===== src/rtl/codec_cfg_pkg.sv =====
// Shared types and the default codec register table for the power-up configuration sequencer.
// Each table word is {7-bit register address, 9-bit value}.
package codec_cfg_pkg;

   typedef enum logic [3:0] {
      ST_IDLE     = 4'd0,
      ST_DELAY    = 4'd1,
      ST_LOAD     = 4'd2,
      ST_SEND     = 4'd3,
      ST_WAIT_END = 4'd4,
      ST_RELEASE  = 4'd5,
      ST_GAP      = 4'd6,
      ST_DONE     = 4'd7,
      ST_ERROR    = 4'd8
   } cfg_state_e;

   localparam logic [6:0] LINE_IN_L = 7'h00;
   localparam logic [6:0] LINE_IN_R = 7'h01;
   localparam logic [6:0] HP_OUT_L  = 7'h02;
   localparam logic [6:0] HP_OUT_R  = 7'h03;
   localparam logic [6:0] ANA_PATH  = 7'h04;
   localparam logic [6:0] DIG_PATH  = 7'h05;
   localparam logic [6:0] PWR_DN    = 7'h06;
   localparam logic [6:0] DAI_FMT   = 7'h07;
   localparam logic [6:0] SMP_CTRL  = 7'h08;
   localparam logic [6:0] ACTIVE    = 7'h09;
   localparam logic [6:0] RESET_REG = 7'h0F;

   // Entries 10..15 are only reached when a build raises NUM_WORDS.
   localparam logic [15:0] CFG_TABLE [16] = '{
      {RESET_REG, 9'h000},
      {PWR_DN,    9'h000},
      {LINE_IN_L, 9'h017},
      {LINE_IN_R, 9'h017},
      {HP_OUT_L,  9'h079},
      {HP_OUT_R,  9'h079},
      {ANA_PATH,  9'h012},
      {DAI_FMT,   9'h002},
      {SMP_CTRL,  9'h000},
      {ACTIVE,    9'h001},
      {DIG_PATH,  9'h000},
      {ACTIVE,    9'h001},
      {ACTIVE,    9'h001},
      {ACTIVE,    9'h001},
      {ACTIVE,    9'h001},
      {ACTIVE,    9'h001}
   };

endpackage


===== src/rtl/codec_cfg_rom.sv =====
// Index-to-word lookup over the codec configuration table; swap this module for alternate tables.
module codec_cfg_rom
   import codec_cfg_pkg::*;
(
   input  logic [3:0]  idx_i,
   output logic [15:0] word_o
);

   assign word_o = CFG_TABLE[idx_i];

endmodule


===== src/rtl/codec_cfg_seq.sv =====
// Codec power-up configuration sequencer: sends table words to the I2C stage via GO/END.
// Optional NACK retry path enabled with `define CODEC_CFG_RETRY_EN.
//
// state    | meaning
// IDLE     | first cycle after reset, loads start delay
// DELAY    | waiting START_DELAY cycles
// LOAD     | latch table word word_idx into i2c_data
// SEND     | arm timeout, raise go
// WAIT_END | go held, waiting for end_i (timeout running)
// RELEASE  | go dropped, waiting for end_i low
// GAP      | idle GAP_CYCLES, then next word / retry / finish
// DONE     | all words ACKed
// ERROR    | NACK beyond retries or timeout
module codec_cfg_seq
   import codec_cfg_pkg::*;
#(
   parameter int NUM_WORDS   = 10,
   parameter int START_DELAY = 1000,
   parameter int GAP_CYCLES  = 64,
   parameter int MAX_RETRY   = 3,
   parameter int TIMEOUT     = 200000
) (
   input  logic        clk,
   input  logic        reset,
   input  logic        restart,
   input  logic        end_i,
   input  logic        ack,
   output logic [15:0] i2c_data,
   output logic        go,
   output logic [3:0]  word_idx,
   output logic        cfg_done,
   output logic        cfg_err
);

   if (NUM_WORDS < 1 || NUM_WORDS > 16 || START_DELAY < 1 || GAP_CYCLES < 1 ||
       TIMEOUT < 1 || MAX_RETRY < 0) begin : g_param_check
      $error("codec_cfg_seq: parameter out of range");
   end

   localparam int CNT_MAX = (TIMEOUT > START_DELAY) ?
                            ((TIMEOUT > GAP_CYCLES) ? TIMEOUT : GAP_CYCLES) :
                            ((START_DELAY > GAP_CYCLES) ? START_DELAY : GAP_CYCLES);
   localparam int CW = $clog2(CNT_MAX + 1);

   localparam logic [CW-1:0] DELAY_LOAD = CW'(START_DELAY - 1);
   localparam logic [CW-1:0] GAP_LOAD   = CW'(GAP_CYCLES - 1);
   localparam logic [CW-1:0] TMO_LOAD   = CW'(TIMEOUT - 1);
   localparam logic [3:0]    LAST_IDX   = 4'(NUM_WORDS - 1);

   cfg_state_e    state_q, state_d;
   logic [CW-1:0] cnt_q, cnt_d;
   logic [3:0]    idx_q, idx_d;
   logic [15:0]   data_q, data_d;
   logic          ack_q, ack_d;
   logic          go_q, go_d;
   logic          done_q, done_d;
   logic          err_q, err_d;
   logic [15:0]   rom_word;

`ifdef CODEC_CFG_RETRY_EN
   localparam int RW = (MAX_RETRY < 2) ? 1 : $clog2(MAX_RETRY + 1);
   localparam logic [RW-1:0] RETRY_LIMIT = RW'(MAX_RETRY);
   logic [RW-1:0] retry_q, retry_d;
`endif

   codec_cfg_rom u_rom (
      .idx_i  (idx_q),
      .word_o (rom_word)
   );

   always_ff @(posedge clk or posedge reset) begin
      if (reset) begin
         state_q <= ST_IDLE;
         cnt_q   <= '0;
         idx_q   <= '0;
         data_q  <= '0;
         ack_q   <= 1'b0;
         go_q    <= 1'b0;
         done_q  <= 1'b0;
         err_q   <= 1'b0;
      end else begin
         state_q <= state_d;
         cnt_q   <= cnt_d;
         idx_q   <= idx_d;
         data_q  <= data_d;
         ack_q   <= ack_d;
         go_q    <= go_d;
         done_q  <= done_d;
         err_q   <= err_d;
      end
   end

`ifdef CODEC_CFG_RETRY_EN
   always_ff @(posedge clk or posedge reset) begin
      if (reset) retry_q <= '0;
      else       retry_q <= retry_d;
   end
`endif

   always_comb begin
      state_d = state_q;
      cnt_d   = cnt_q;
      idx_d   = idx_q;
      data_d  = data_q;
      ack_d   = ack_q;
`ifdef CODEC_CFG_RETRY_EN
      retry_d = retry_q;
`endif

      case (state_q)
         ST_IDLE: begin
            cnt_d   = DELAY_LOAD;
            state_d = ST_DELAY;
         end
         ST_DELAY: begin
            if (cnt_q == '0) state_d = ST_LOAD;
            else             cnt_d   = cnt_q - 1'b1;
         end
         ST_LOAD: begin
            data_d  = rom_word;
            state_d = ST_SEND;
         end
         ST_SEND: begin
            cnt_d   = TMO_LOAD;
            state_d = ST_WAIT_END;
         end
         ST_WAIT_END: begin
            // end_i takes priority over the timeout terminal count
            if (end_i) begin
               ack_d   = ack;
               state_d = ST_RELEASE;
            end else if (cnt_q == '0) begin
               state_d = ST_ERROR;
            end else begin
               cnt_d = cnt_q - 1'b1;
            end
         end
         ST_RELEASE: begin
            if (!end_i) begin
               cnt_d   = GAP_LOAD;
               state_d = ST_GAP;
            end
         end
         ST_GAP: begin
            if (cnt_q != '0) begin
               cnt_d = cnt_q - 1'b1;
            end else if (ack_q) begin
`ifdef CODEC_CFG_RETRY_EN
               retry_d = '0;
`endif
               if (idx_q == LAST_IDX) begin
                  state_d = ST_DONE;
               end else begin
                  idx_d   = idx_q + 1'b1;
                  state_d = ST_LOAD;
               end
            end else begin
`ifdef CODEC_CFG_RETRY_EN
               if (retry_q == RETRY_LIMIT) begin
                  state_d = ST_ERROR;
               end else begin
                  retry_d = retry_q + 1'b1;
                  state_d = ST_LOAD;
               end
`else
               state_d = ST_ERROR;
`endif
            end
         end
         ST_DONE, ST_ERROR: begin
            if (restart) begin
               idx_d   = '0;
`ifdef CODEC_CFG_RETRY_EN
               retry_d = '0;
`endif
               state_d = ST_LOAD;
            end
         end
         default: state_d = ST_IDLE;
      endcase

      // Outputs are registered copies of the next-state decode.
      go_d   = (state_d == ST_WAIT_END);
      done_d = (state_d == ST_DONE);
      err_d  = (state_d == ST_ERROR);
   end

   assign i2c_data = data_q;
   assign go       = go_q;
   assign word_idx = idx_q;
   assign cfg_done = done_q;
   assign cfg_err  = err_q;

endmodule


===== config.mk =====
export PLATFORM = sky130hd
export DESIGN_NAME = codec_cfg_seq
export DESIGN_NICKNAME = d
export VERILOG_FILES = /design/src/rtl/codec_cfg_pkg.sv /design/src/rtl/codec_cfg_rom.sv /design/src/rtl/codec_cfg_seq.sv
export SDC_FILE = /design/constraint.sdc
export NUM_CORES = 1
export LEC_CHECK = 0
export CAP_MARGIN = 0
export CORE_UTILIZATION = 50
export DETAILED_ROUTE_END_ITERATION = 10
export PLACE_DENSITY_LB_ADDON = 0.08
export SETUP_SLACK_MARGIN = 0.15
export SLEW_MARGIN = 20
export SYNTH_ARGS = -nofsm -noshare
export SYNTH_HDL_FRONTEND = slang
export SYNTH_SLANG_ARGS = --single-unit

===== constraint.sdc =====
create_clock -name clk -period 2.95 [get_ports clk]
set_clock_uncertainty 0.2 [all_clocks]
set_input_delay 0.4425 -clock clk [delete_from_list [all_inputs] [get_ports clk]]
set_output_delay 0.4425 -clock clk [all_outputs]
set_load 0.05 [all_outputs]

Word level (Yosys, flattened, before mapping) --
Memory sizes are Yosys's and may differ from the RTL's. A register that Yosys moved wholly into a read port is not among the register bits. Index checks and enable logic that the tools add are counted.
Storage, ports and cells: memories kept 1, input bits 5, memory bits (read-only) 256, register bits 30, output and inout port bits 23, logic and storage cells 58
Operators by class: bitwise logic cells 1, equal/unequal tests 19, reduce and logical (&&, ||, !) cells 9, mux-type cells 19, $add $sub $neg 2
Memories:
- (name not given) | depth 16, width 16, read ports 1, clocked after Yosys merged registers in 1, wr ports 0, RTL line codec_cfg_rom.sv:9 | assign word_o = CFG_TABLE[idx_i];
Operator list (number):
- 18-bit one-hot mux with 6 select lines | 1
- 18-bit 2-to-1 mux | 4
- 4-bit 2-to-1 mux | 11
- 4-bit one-hot mux with 8 select lines | 1
- 4-bit by 3-bit equality test with 1-bit output (second input constant) | 6
- 18-bit zero test | 1
- 18-bit nonzero test | 1
- 18-bit by 1-bit subtractor with 18-bit output (second input constant) | 1
- 2-bit inequality test (second input constant) | 7
- 4-bit equality test (second input constant) | 3
- 4-bit by 2-bit equality test with 1-bit output (second input constant) | 2
- 4-bit one-hot mux with 2 select lines | 1
- 6-bit nonzero test | 1
- 4-bit NOT with 5-bit output | 1
- 5-bit AND reduction | 1
- 4-bit by 1-bit adder with 4-bit output (second input constant) | 1
- 4-bit by 1-bit equality test with 1-bit output (second input constant) | 1
- 4-bit zero test | 1
- 4-bit AND reduction | 1
- 3-bit 2-to-1 mux | 1
- 2-bit AND reduction | 1
- 2-bit nonzero test | 1
- 2-bit OR reduction | 1

Logic depth before layout (Yosys ltp) --
Gate-level depths: netlist of run 1.
depth after elaboration 6, depth in mapped cells 9, mapped depth without buffers 7

Hierarchy --
A second synthesis of run 1 with hierarchy kept.
Unflattened totals: cell total of the unflattened synthesis 294, area total of the unflattened synthesis 2840.2 µm²
Modules (own cells, without submodules):
- codec_cfg_seq | instances 1, cells an instance 260, seq. area each 1151.1 µm², area each 2580.0 µm²
- codec_cfg_rom | instances 1, cells an instance 34, seq. area each 0.0 µm², area each 260.2 µm²

Worst setup path before layout of run 1 --
Ideal clock, no wire load.
path kind flip-flop to flip-flop, from register idx_q[1] (netlist: word_idx[1]), to register idx_q[3] (netlist: word_idx[3]), period minus slack after synthesis 2.436 ns, path buffers 0, stages on the path, launching flop included 7, slack 0.514 ns, setup time 0.077 ns, data required time 2.673 ns, data arrival time 2.159 ns, cell sequence dfrtp_1 > inv_1 > ha_1 > a211oi_1 > nand4_4 > or3_1 > a21oi_1
Between the ends: word-level cells in the longest chain between the ends 5, elaborated cells on any way between the ends 8, those cells by class add/sub: 1; eq/ne: 2; mux: 4; reduce/logical: 1
Ends and longest elaborated chain:
- start, declared | RTL line codec_cfg_seq.sv:52 | logic [3:0] idx_q, idx_d;
- start signal, assigned | RTL line codec_cfg_seq.sv:84 | idx_q <= idx_d;
- 4-bit by 1-bit adder with 4-bit output | RTL line codec_cfg_seq.sv:154 | idx_d = idx_q + 1'b1;
- 4-bit 2-to-1 mux | RTL line codec_cfg_seq.sv:151 | if (idx_q == LAST_IDX) begin
- 4-bit 2-to-1 mux | RTL line codec_cfg_seq.sv:147 | end else if (ack_q) begin
- 4-bit 2-to-1 mux | RTL line codec_cfg_seq.sv:145 | if (cnt_q != '0) begin
- 4-bit one-hot mux with 2 select lines | RTL line codec_cfg_seq.sv:110 | case (state_q)
Several ways; a longest one is shown, not always the timed one. The select of a mux whose other input is x is not followed. A chain may end at the register's enable or synchronous reset.

Worst setup path in the final report of run 1 --
from register cnt_q[0], to register cnt_q[8]
Between the ends: word-level cells in the longest chain between the ends 4, elaborated cells on any way between the ends 9, those cells by class add/sub: 1; eq/ne: 1; mux: 4; reduce/logical: 3
Ends and longest elaborated chain:
- start, declared | RTL line codec_cfg_seq.sv:51 | logic [CW-1:0] cnt_q, cnt_d;
- start signal, assigned | RTL line codec_cfg_seq.sv:83 | cnt_q <= cnt_d;
- 18-bit by 1-bit subtractor with 18-bit output / 18-bit zero test (equally long branches)
- 18-bit 2-to-1 mux | RTL line codec_cfg_seq.sv:116, codec_cfg_seq.sv:132
- 18-bit 2-to-1 mux | RTL line codec_cfg_seq.sv:129 | if (end_i) begin
- 18-bit one-hot mux with 6 select lines | RTL line codec_cfg_seq.sv:110
Several ways; a longest one is shown, not always the timed one. The select of a mux whose other input is x is not followed.

==> flow_summary.toml, run 1 <==
[synthesis]
synth_enable_flop_cells = 0
synth_area_per_cell_um2 = 9.058
count_of_warnings_emitted_by_yosys = 0
post_synthesis_cell_area_um2 = 2536
dominantRegCellSynth = "sky130_fd_sc_hd__dfrtp_1"
count_of_distinct_cell_types_in_the_synthesized_netlist = 63
synth_seq_area_share_pct = 38.48
yosys_register_bits = 39
async_reset_ff_share_pct = 100.0
synthCells = 280

[timing]
final-max-slew-violation-count = 0
post-route-period-util_pct = 83.22
max_clock_freq_mhz = 407.3
setup_violating_endpoint_count_in_the_final_report = 0
period_minus_slack_ns = 2.455
finalHoldViolCount = 0
max-slew-margin-rel_pct = 53.43
tightest_slew_ns = 0.6960
rsz0062_at_grt = "false"
final.hold.worst_slack_ns = 0.2745
finalSetupTns_ns = 0

[worst_setup_path]
critical_register_to_register_path_endpoint = "cnt_q[8]"
path_class = "reg -> reg"
crit_path_cell_trace = "inv_1 > ha_1 > nor3b_1 > nand2_1 > nor2_1 > a31oi_1 > o32a_1"
timing.critical_path.to_type = "flop"
critical_path.startpoint = "cnt_q[0]"
path_depth = 7
cp_max_fo = 5
worst-endpoint-required_ns = 2.92
setup.reg_to_reg.worst_slack_ns = 0.50
worst_setup_path_start_kind = "flop"
cpMaxStageDelayCell = "sky130_fd_sc_hd__dfrtp_1"
worst_setup_path_endpoint = "cnt_q[8]"
worstPathBufferInverterCount = 1
worst-r2r-cell-count = 7
arrival_ns = 2.43
worst_path_largest_cell_delay_ns = 0.41
worst_r2r_startpoint = "cnt_q[0]"
critPathTopFamily = "simple AND/OR/NAND/NOR gates"

[drt]
final_antenna_net_count = 0
via_per_inst = 5.780
totalWireLength_um = 5458
route.vias.total = 2133
drt-wirelength-per-cell_um = 14.79
drcViolationCount = 0
tritonroute_pass_1_iters = 4
dr.first_iter.drc_count = 106

[clocking]
clock_tree.root_cell = "sky130_fd_sc_hd__clkbuf_8"
cts_tree = "done"
cts_inserted_buffers = 5
cells_resized_by_post_cts_repair = 0
hold_bufs_inserted_after_cts = 0
clkSinkCount = 39
htree_num_levels = 2
max-clock-path-buffers = 2
clk_pin_slew_ns = 0.07
clock_insertion_delay_worst_skew_ns = 0.29
post-cts-setup-buffer-count = 0

[grt]
antenna_found_initial = 0
grt_pass1_vias = 1895
grt_first_pass_wirelength_um = 8976
met2_usage_pct = 34.36
globalRoute.busiestLayer = "met2"
grt_start_max_net_pins = 40
gr-usage-met3_pct = 4.006
globalRouteOverflowTotal = 0
globalRouteMet1Util_pct = 30.51
grtUsageTotal_pct = 21.85

[power_and_ir_drop]
switchingPower_uw = 229.3
combPwrFrac_pct = 4.8
switching_share_pct = 21.81
internal_power_uw = 822.3
p_leak_uw = 0.001290
p_clk_share_pct = 43.9
powerDensity_nw_per_um2 = 361.8
pwr-share-seq_pct = 51.3
peakVddDrop_mv = 0.2412

[min_path]
hold_depth = 1
holdCritPathClass = "reg -> reg"
worst_hold_startpoint = "i2c_data[12]"

[die]
area_of_the_die_um2 = 5361
coreArea_um2 = 4817
io_pins = 28
die_height_um = 73.22
initial_core_util_pct = 52.65
dieWidth_um = 73.22
std_cell_rows = 25

[placed_design]
placedCellCount = 361
globalplace.congestion = 1.022
io_buffer_count = 22
dp.final_hpwl_um = 3930

[finish]
fin_cells = 369
seq_area_um2 = 975.9
num-fill-cells = 452
syn_to_final_growth_pct = 14.60
multiInputGateArea_um2 = 1384
num-nets-final = 317
post_route_cells_drive_above_1_share_pct = 8.940
n_antenna_cell = 0

[run_status]
run_status = "finished clean"

[flow_run]
drv_cap = 0
## power by group through the flow
stage | combinational [µW] | sequential, µW | clock [µW]
after floorplan | 38.2 | 553 | 0
after global placement | 50.8 | 551 | 0
after detailed placement | 51.3 | 551 | 0
after CTS | 51.6 | 540 | 476
after global routing | 55.4 | 540 | 492
final | 50.4 | 540 | 461
## through the flow
step | utilization, % | setup WS [ns] | cell area, µm² | total power (µW)
after floorplan | - | 0.5141 | 2551 | 591.5
after global placement | 57.90 | 0.3041 | 2789 | 601.4
after detailed placement | 57.90 | 0.2722 | 2789 | 601.8
after CTS | 60.34 | 0.5293 | 2907 | 1067
after global routing | 60.34 | 0.3444 | 2907 | 1088
final | 60.34 | 0.4950 | 2907 | 1052
## layout by cell type (no fill, tap or decap), types with 2 or more instances in the layout
cell	n
sky130_fd_sc_hd__nand2b_1	6
sky130_fd_sc_hd__nor3_1	6
sky130_fd_sc_hd__or4_1	2
sky130_fd_sc_hd__a211oi_1	5
sky130_fd_sc_hd__o31ai_1	3
sky130_fd_sc_hd__clkbuf_8	6
sky130_fd_sc_hd__a21o_1	5
sky130_fd_sc_hd__ha_1	11
sky130_fd_sc_hd__clkdlybuf4s50_1	22
sky130_fd_sc_hd__nand3_1	6
sky130_fd_sc_hd__a21oi_1	19
sky130_fd_sc_hd__a31oi_1	7
sky130_fd_sc_hd__inv_1	12
sky130_fd_sc_hd__nor2b_1	5
sky130_fd_sc_hd__nor4_1	5
sky130_fd_sc_hd__buf_4	8
sky130_fd_sc_hd__o21ai_0	19
sky130_fd_sc_hd__dfrtp_1	39
sky130_fd_sc_hd__nor4b_1	2
sky130_fd_sc_hd__or3_1	3
sky130_fd_sc_hd__nand2_1	24
sky130_fd_sc_hd__and3b_1	2
sky130_fd_sc_hd__mux2_2	2
sky130_fd_sc_hd__nor2_1	24
sky130_fd_sc_hd__mux2i_1	3
sky130_fd_sc_hd__nor3b_1	5
sky130_fd_sc_hd__and4_1	3
sky130_fd_sc_hd__o22ai_1	4
sky130_fd_sc_hd__conb_1	5
sky130_fd_sc_hd__nand4_1	4
sky130_fd_sc_hd__nand3b_1	3
sky130_fd_sc_hd__a22o_1	2
## layer usage
metal | up-vias | part of all wire (%)
li1 | 1056 | -
met1 | 1024 | 48
met2 | 48 | 48
met3 | 5 | 3.5
met4 | 0 | 0.71
met5 | - | 0
## sequential cells by signal, indices dropped and copies added (netlist names)
signal	count
state_q	4
cfg_err	1
go	1
cfg_done	1
i2c_data	9
ack_q	1
cnt_q	18
word_idx	4
## final cells by class
cell class | count | share of cell area [%]
Clock buffer | 6 | 2.841
Multi-Input combinational cell | 212 | 47.61
Timing Repair Buffer | 31 | 10.33
Inverter | 12 | 1.550
Tap cell | 67 | 2.884
Sequential cell | 39 | 33.58
Clock inverter | 2 | 1.205
## cells by family after synthesis
group	after synthesis	share of synthesized area, %
simple gates	110	24.77
fa+ha+maj	11	5.427
xor+xnor	2	0.6908
other cells	1	0.1479
buf+inv	33	7.547
compound gates	79	20.87
flops	39	38.48
mux	5	2.072
## how the worst min path moves through the flow
stage                     slack, ns      endpoint
after floorplan                0.30     cnt_q[11]
final                          0.27  i2c_data[12]
after detailed placement       0.27  i2c_data[12]
after CTS                      0.28  i2c_data[12]
after global placement         0.26   i2c_data[4]
after global routing           0.30   i2c_data[1]
## synthesized netlist by cell type, drive strengths merged, types with 5 or more instances
master,number,area [µm²]
a31oi,7,43.79
nand2,24,90.09
nand3,6,30.03
nand2b,6,37.54
nor4,6,43.79
nor3,6,30.03
nor2b,5,31.28
nor3b,5,37.54
clkbuf,5,30.02
buf,16,116.3
a21oi,19,95.09
nor2,24,90.09
a211oi,5,37.54
nand4,5,46.29
dfrtp,39,975.9
a21o,5,37.54
ha,11,137.6
o21ai,19,95.09
inv,12,45.04
(Power assumes the default switching activity.)
==> run 2, diff against run 1 <==
==> constraint.sdc (replaced) <==
create_clock -name clk -period 2.5 [get_ports clk]
set_clock_uncertainty 0.2 [all_clocks]
set_input_delay 0.375 -clock clk [delete_from_list [all_inputs] [get_ports clk]]
set_output_delay 0.375 -clock clk [all_outputs]
set_load 0.05 [all_outputs]
==> run 2 against run 1 <==
Register-to-register slack worse by 0.27 ns. Count of clock-buffer cells in the layout unchanged. Setup slack worse by 0.27 ns. Total power is 6.3% higher. Global-route usage grew 0.69 points. Sequential share of layout area decreased by 1.2 points. Wire length up 0.79%. Largest power group unchanged. Die area unchanged. Worst hold slack gained 0.0035 ns. Flip-flop and latch count unchanged. Critical path depth fell by 6.
==> flow_summary.toml, run 2 (synthesized netlist as in run 1, its figures left out) <==
[run_status]
run_status = "finished clean"

[placed_design]
io_buffer_count = 22
globalplace.congestion = 0.8607
placedCellCount = 371
dp.final_hpwl_um = 3997
placement.setup.worst_slack_ns = -0.02069

[die]
std_cell_rows = 25
area_of_the_die_um2 = 5361
coreArea_um2 = 4817
initial_core_util_pct = 52.65
io_pins = 28
dieWidth_um = 73.22
die_height_um = 73.22

[worst_setup_path]
setup.reg_to_reg.worst_slack_ns = 0.23
critical_path.startpoint = "word_idx[2]"
worst-r2r-cell-count = 8
cpMaxStageDelayCell = "sky130_fd_sc_hd__clkdlybuf4s50_1"
arrival_ns = 1.70
timing.critical_path.to_type = "output port"
worst-endpoint-required_ns = 1.92
path_class = "reg -> out"
cp_max_fo = 11
critical_register_to_register_path_endpoint = "cnt_q[13]"
worst_path_largest_cell_delay_ns = 0.87
critPathTopFamily = "buffers and inverters"
worstPathBufferInverterCount = 1
worst_r2r_startpoint = "cnt_q[1]"
crit_path_cell_trace = "clkdlybuf4s50_1"
worst_setup_path_start_kind = "flop"

[grt]
grt_start_max_net_pins = 40
grt_pass1_vias = 1904
grtUsageTotal_pct = 22.54
antenna_found_initial = 0
grt_first_pass_wirelength_um = 9163
globalRouteOverflowTotal = 0

[drt]
dr.first_iter.drc_count = 154
route.vias.total = 2173
via_per_inst = 5.630
final_antenna_net_count = 0
totalWireLength_um = 5501
drcViolationCount = 0
drt-wirelength-per-cell_um = 14.25
tritonroute_pass_1_iters = 4

[clocking]
htree_num_levels = 2
clock_tree.root_cell = "sky130_fd_sc_hd__clkbuf_8"
cts_tree = "done"
clk_pin_slew_ns = 0.08
clock_insertion_delay_worst_skew_ns = 0.29
clkSinkCount = 39
hold_bufs_inserted_after_cts = 0
cts_inserted_buffers = 5
max-clock-path-buffers = 2

[finish]
num-nets-final = 334
largest_reg_flops = 18
fin_cells = 386
most_common_cell_after_layout_fill_and_taps_aside = "sky130_fd_sc_hd__dfrtp_1"
mostFrequentLayoutCells = "37 x sky130_fd_sc_hd__dfrtp_1, 26 x sky130_fd_sc_hd__buf_4, 24 x sky130_fd_sc_hd__nor2_1, 24 x sky130_fd_sc_hd__nand2_1, 22 x sky130_fd_sc_hd__clkdlybuf4s50_1"
largest_register = "cnt_q"
num-fill-cells = 478
n_antenna_cell = 0
syn_to_final_growth_pct = 19.04
post_route_cells_drive_above_1_share_pct = 16.30

[timing]
max-slew-margin-rel_pct = 51.37
setup_slack_ns = 0.2273
period_minus_slack_ns = 2.273
tightest_slew_ns = 0.7268
post-route-period-util_pct = 90.91
rsz0062_at_grt = "true"
finalSetupTns_ns = 0
finalHoldViolCount = 0
final-max-slew-violation-count = 0
final.hold.worst_slack_ns = 0.2781
setup_violating_endpoint_count_in_the_final_report = 0
max_clock_freq_mhz = 440.0

[power_and_ir_drop]
p_leak_uw = 0.001352
combPwrFrac_pct = 5.7
pwr-share-seq_pct = 56.9
switchingPower_uw = 272.8
internal_power_uw = 844.5
switching_share_pct = 24.42
p_clk_share_pct = 37.5
peakVddDrop_mv = 0.3622
powerDensity_nw_per_um2 = 370.1

[min_path]
hold_depth = 2
worst_hold_startpoint = "i2c_data[1]"
hold_path_end = "i2c_data[1]"
holdCritPathClass = "reg -> reg"

[flow_run]
drv_cap = 0
## run 2: worst max path at each step
stage	end	slack, ns	cells past startpoint
4_1_cts	cnt_q[7]	0.15	7
5_1_grt	cnt_q[11]	0.12	5
2_1_floorplan	word_idx[3]	0.26	5
3_5_place_dp	cnt_q[8]	-0.02	7
3_3_place_gp	cnt_q[8]	0.02	7
6_report	word_idx[2]	0.23	1
## run 2: power groups by stage
stage               Clock (µW)  Sequential, µW  Combinational (µW)
global route               458             636                70.6
floorplan                    0             653                45.0
global placement             0             648                64.2
detailed placement           0             648                64.9
CTS                        435             635                64.7
finish                     419             635                63.4
## run 2: routing by layer
layer / GRT usage (%) / vias to the layer above / part of all wire (%)
met5: 0 / - / 0
met3: 4.558 / 4 / 5.1
met2: 34.77 / 61 / 46
met1: 32.31 / 1017 / 49
met4: 5.447 / 0 / 0.62
li1: - / 1091 / -
## run 2: area by class of cell
class / instances / area, µm² / share of cell area, %
Clock buffer: 6 / 72.57 / 2.404
Timing Repair Buffer: 48 / 415.4 / 13.76
Tap cell: 67 / 83.83 / 2.777
Sequential cell: 39 / 978.4 / 32.41
Inverter: 12 / 45.04 / 1.492
Multi-Input combinational cell: 212 / 1411 / 46.75
Clock inverter: 2 / 12.51 / 0.4144
## run 2: what timing repair did
item | in CTS | in global routing
buffers inserted | 1 | 6
endpoints found under the setup margin | 8 | 16
pin swaps | 0 | 2
resized for setup | 3 | 5
## run 2: stage by stage
stage / total power, µW / area [µm²] / utilization (%)
after detailed placement: 712.8 / 2853 / 59.22
after global routing: 1164 / 3019 / 62.68
after CTS: 1135 / 2959 / 61.43
final: 1117 / 3019 / 62.68
after global placement: 712.1 / 2853 / 59.22
after floorplan: 698.0 / 2552 / -
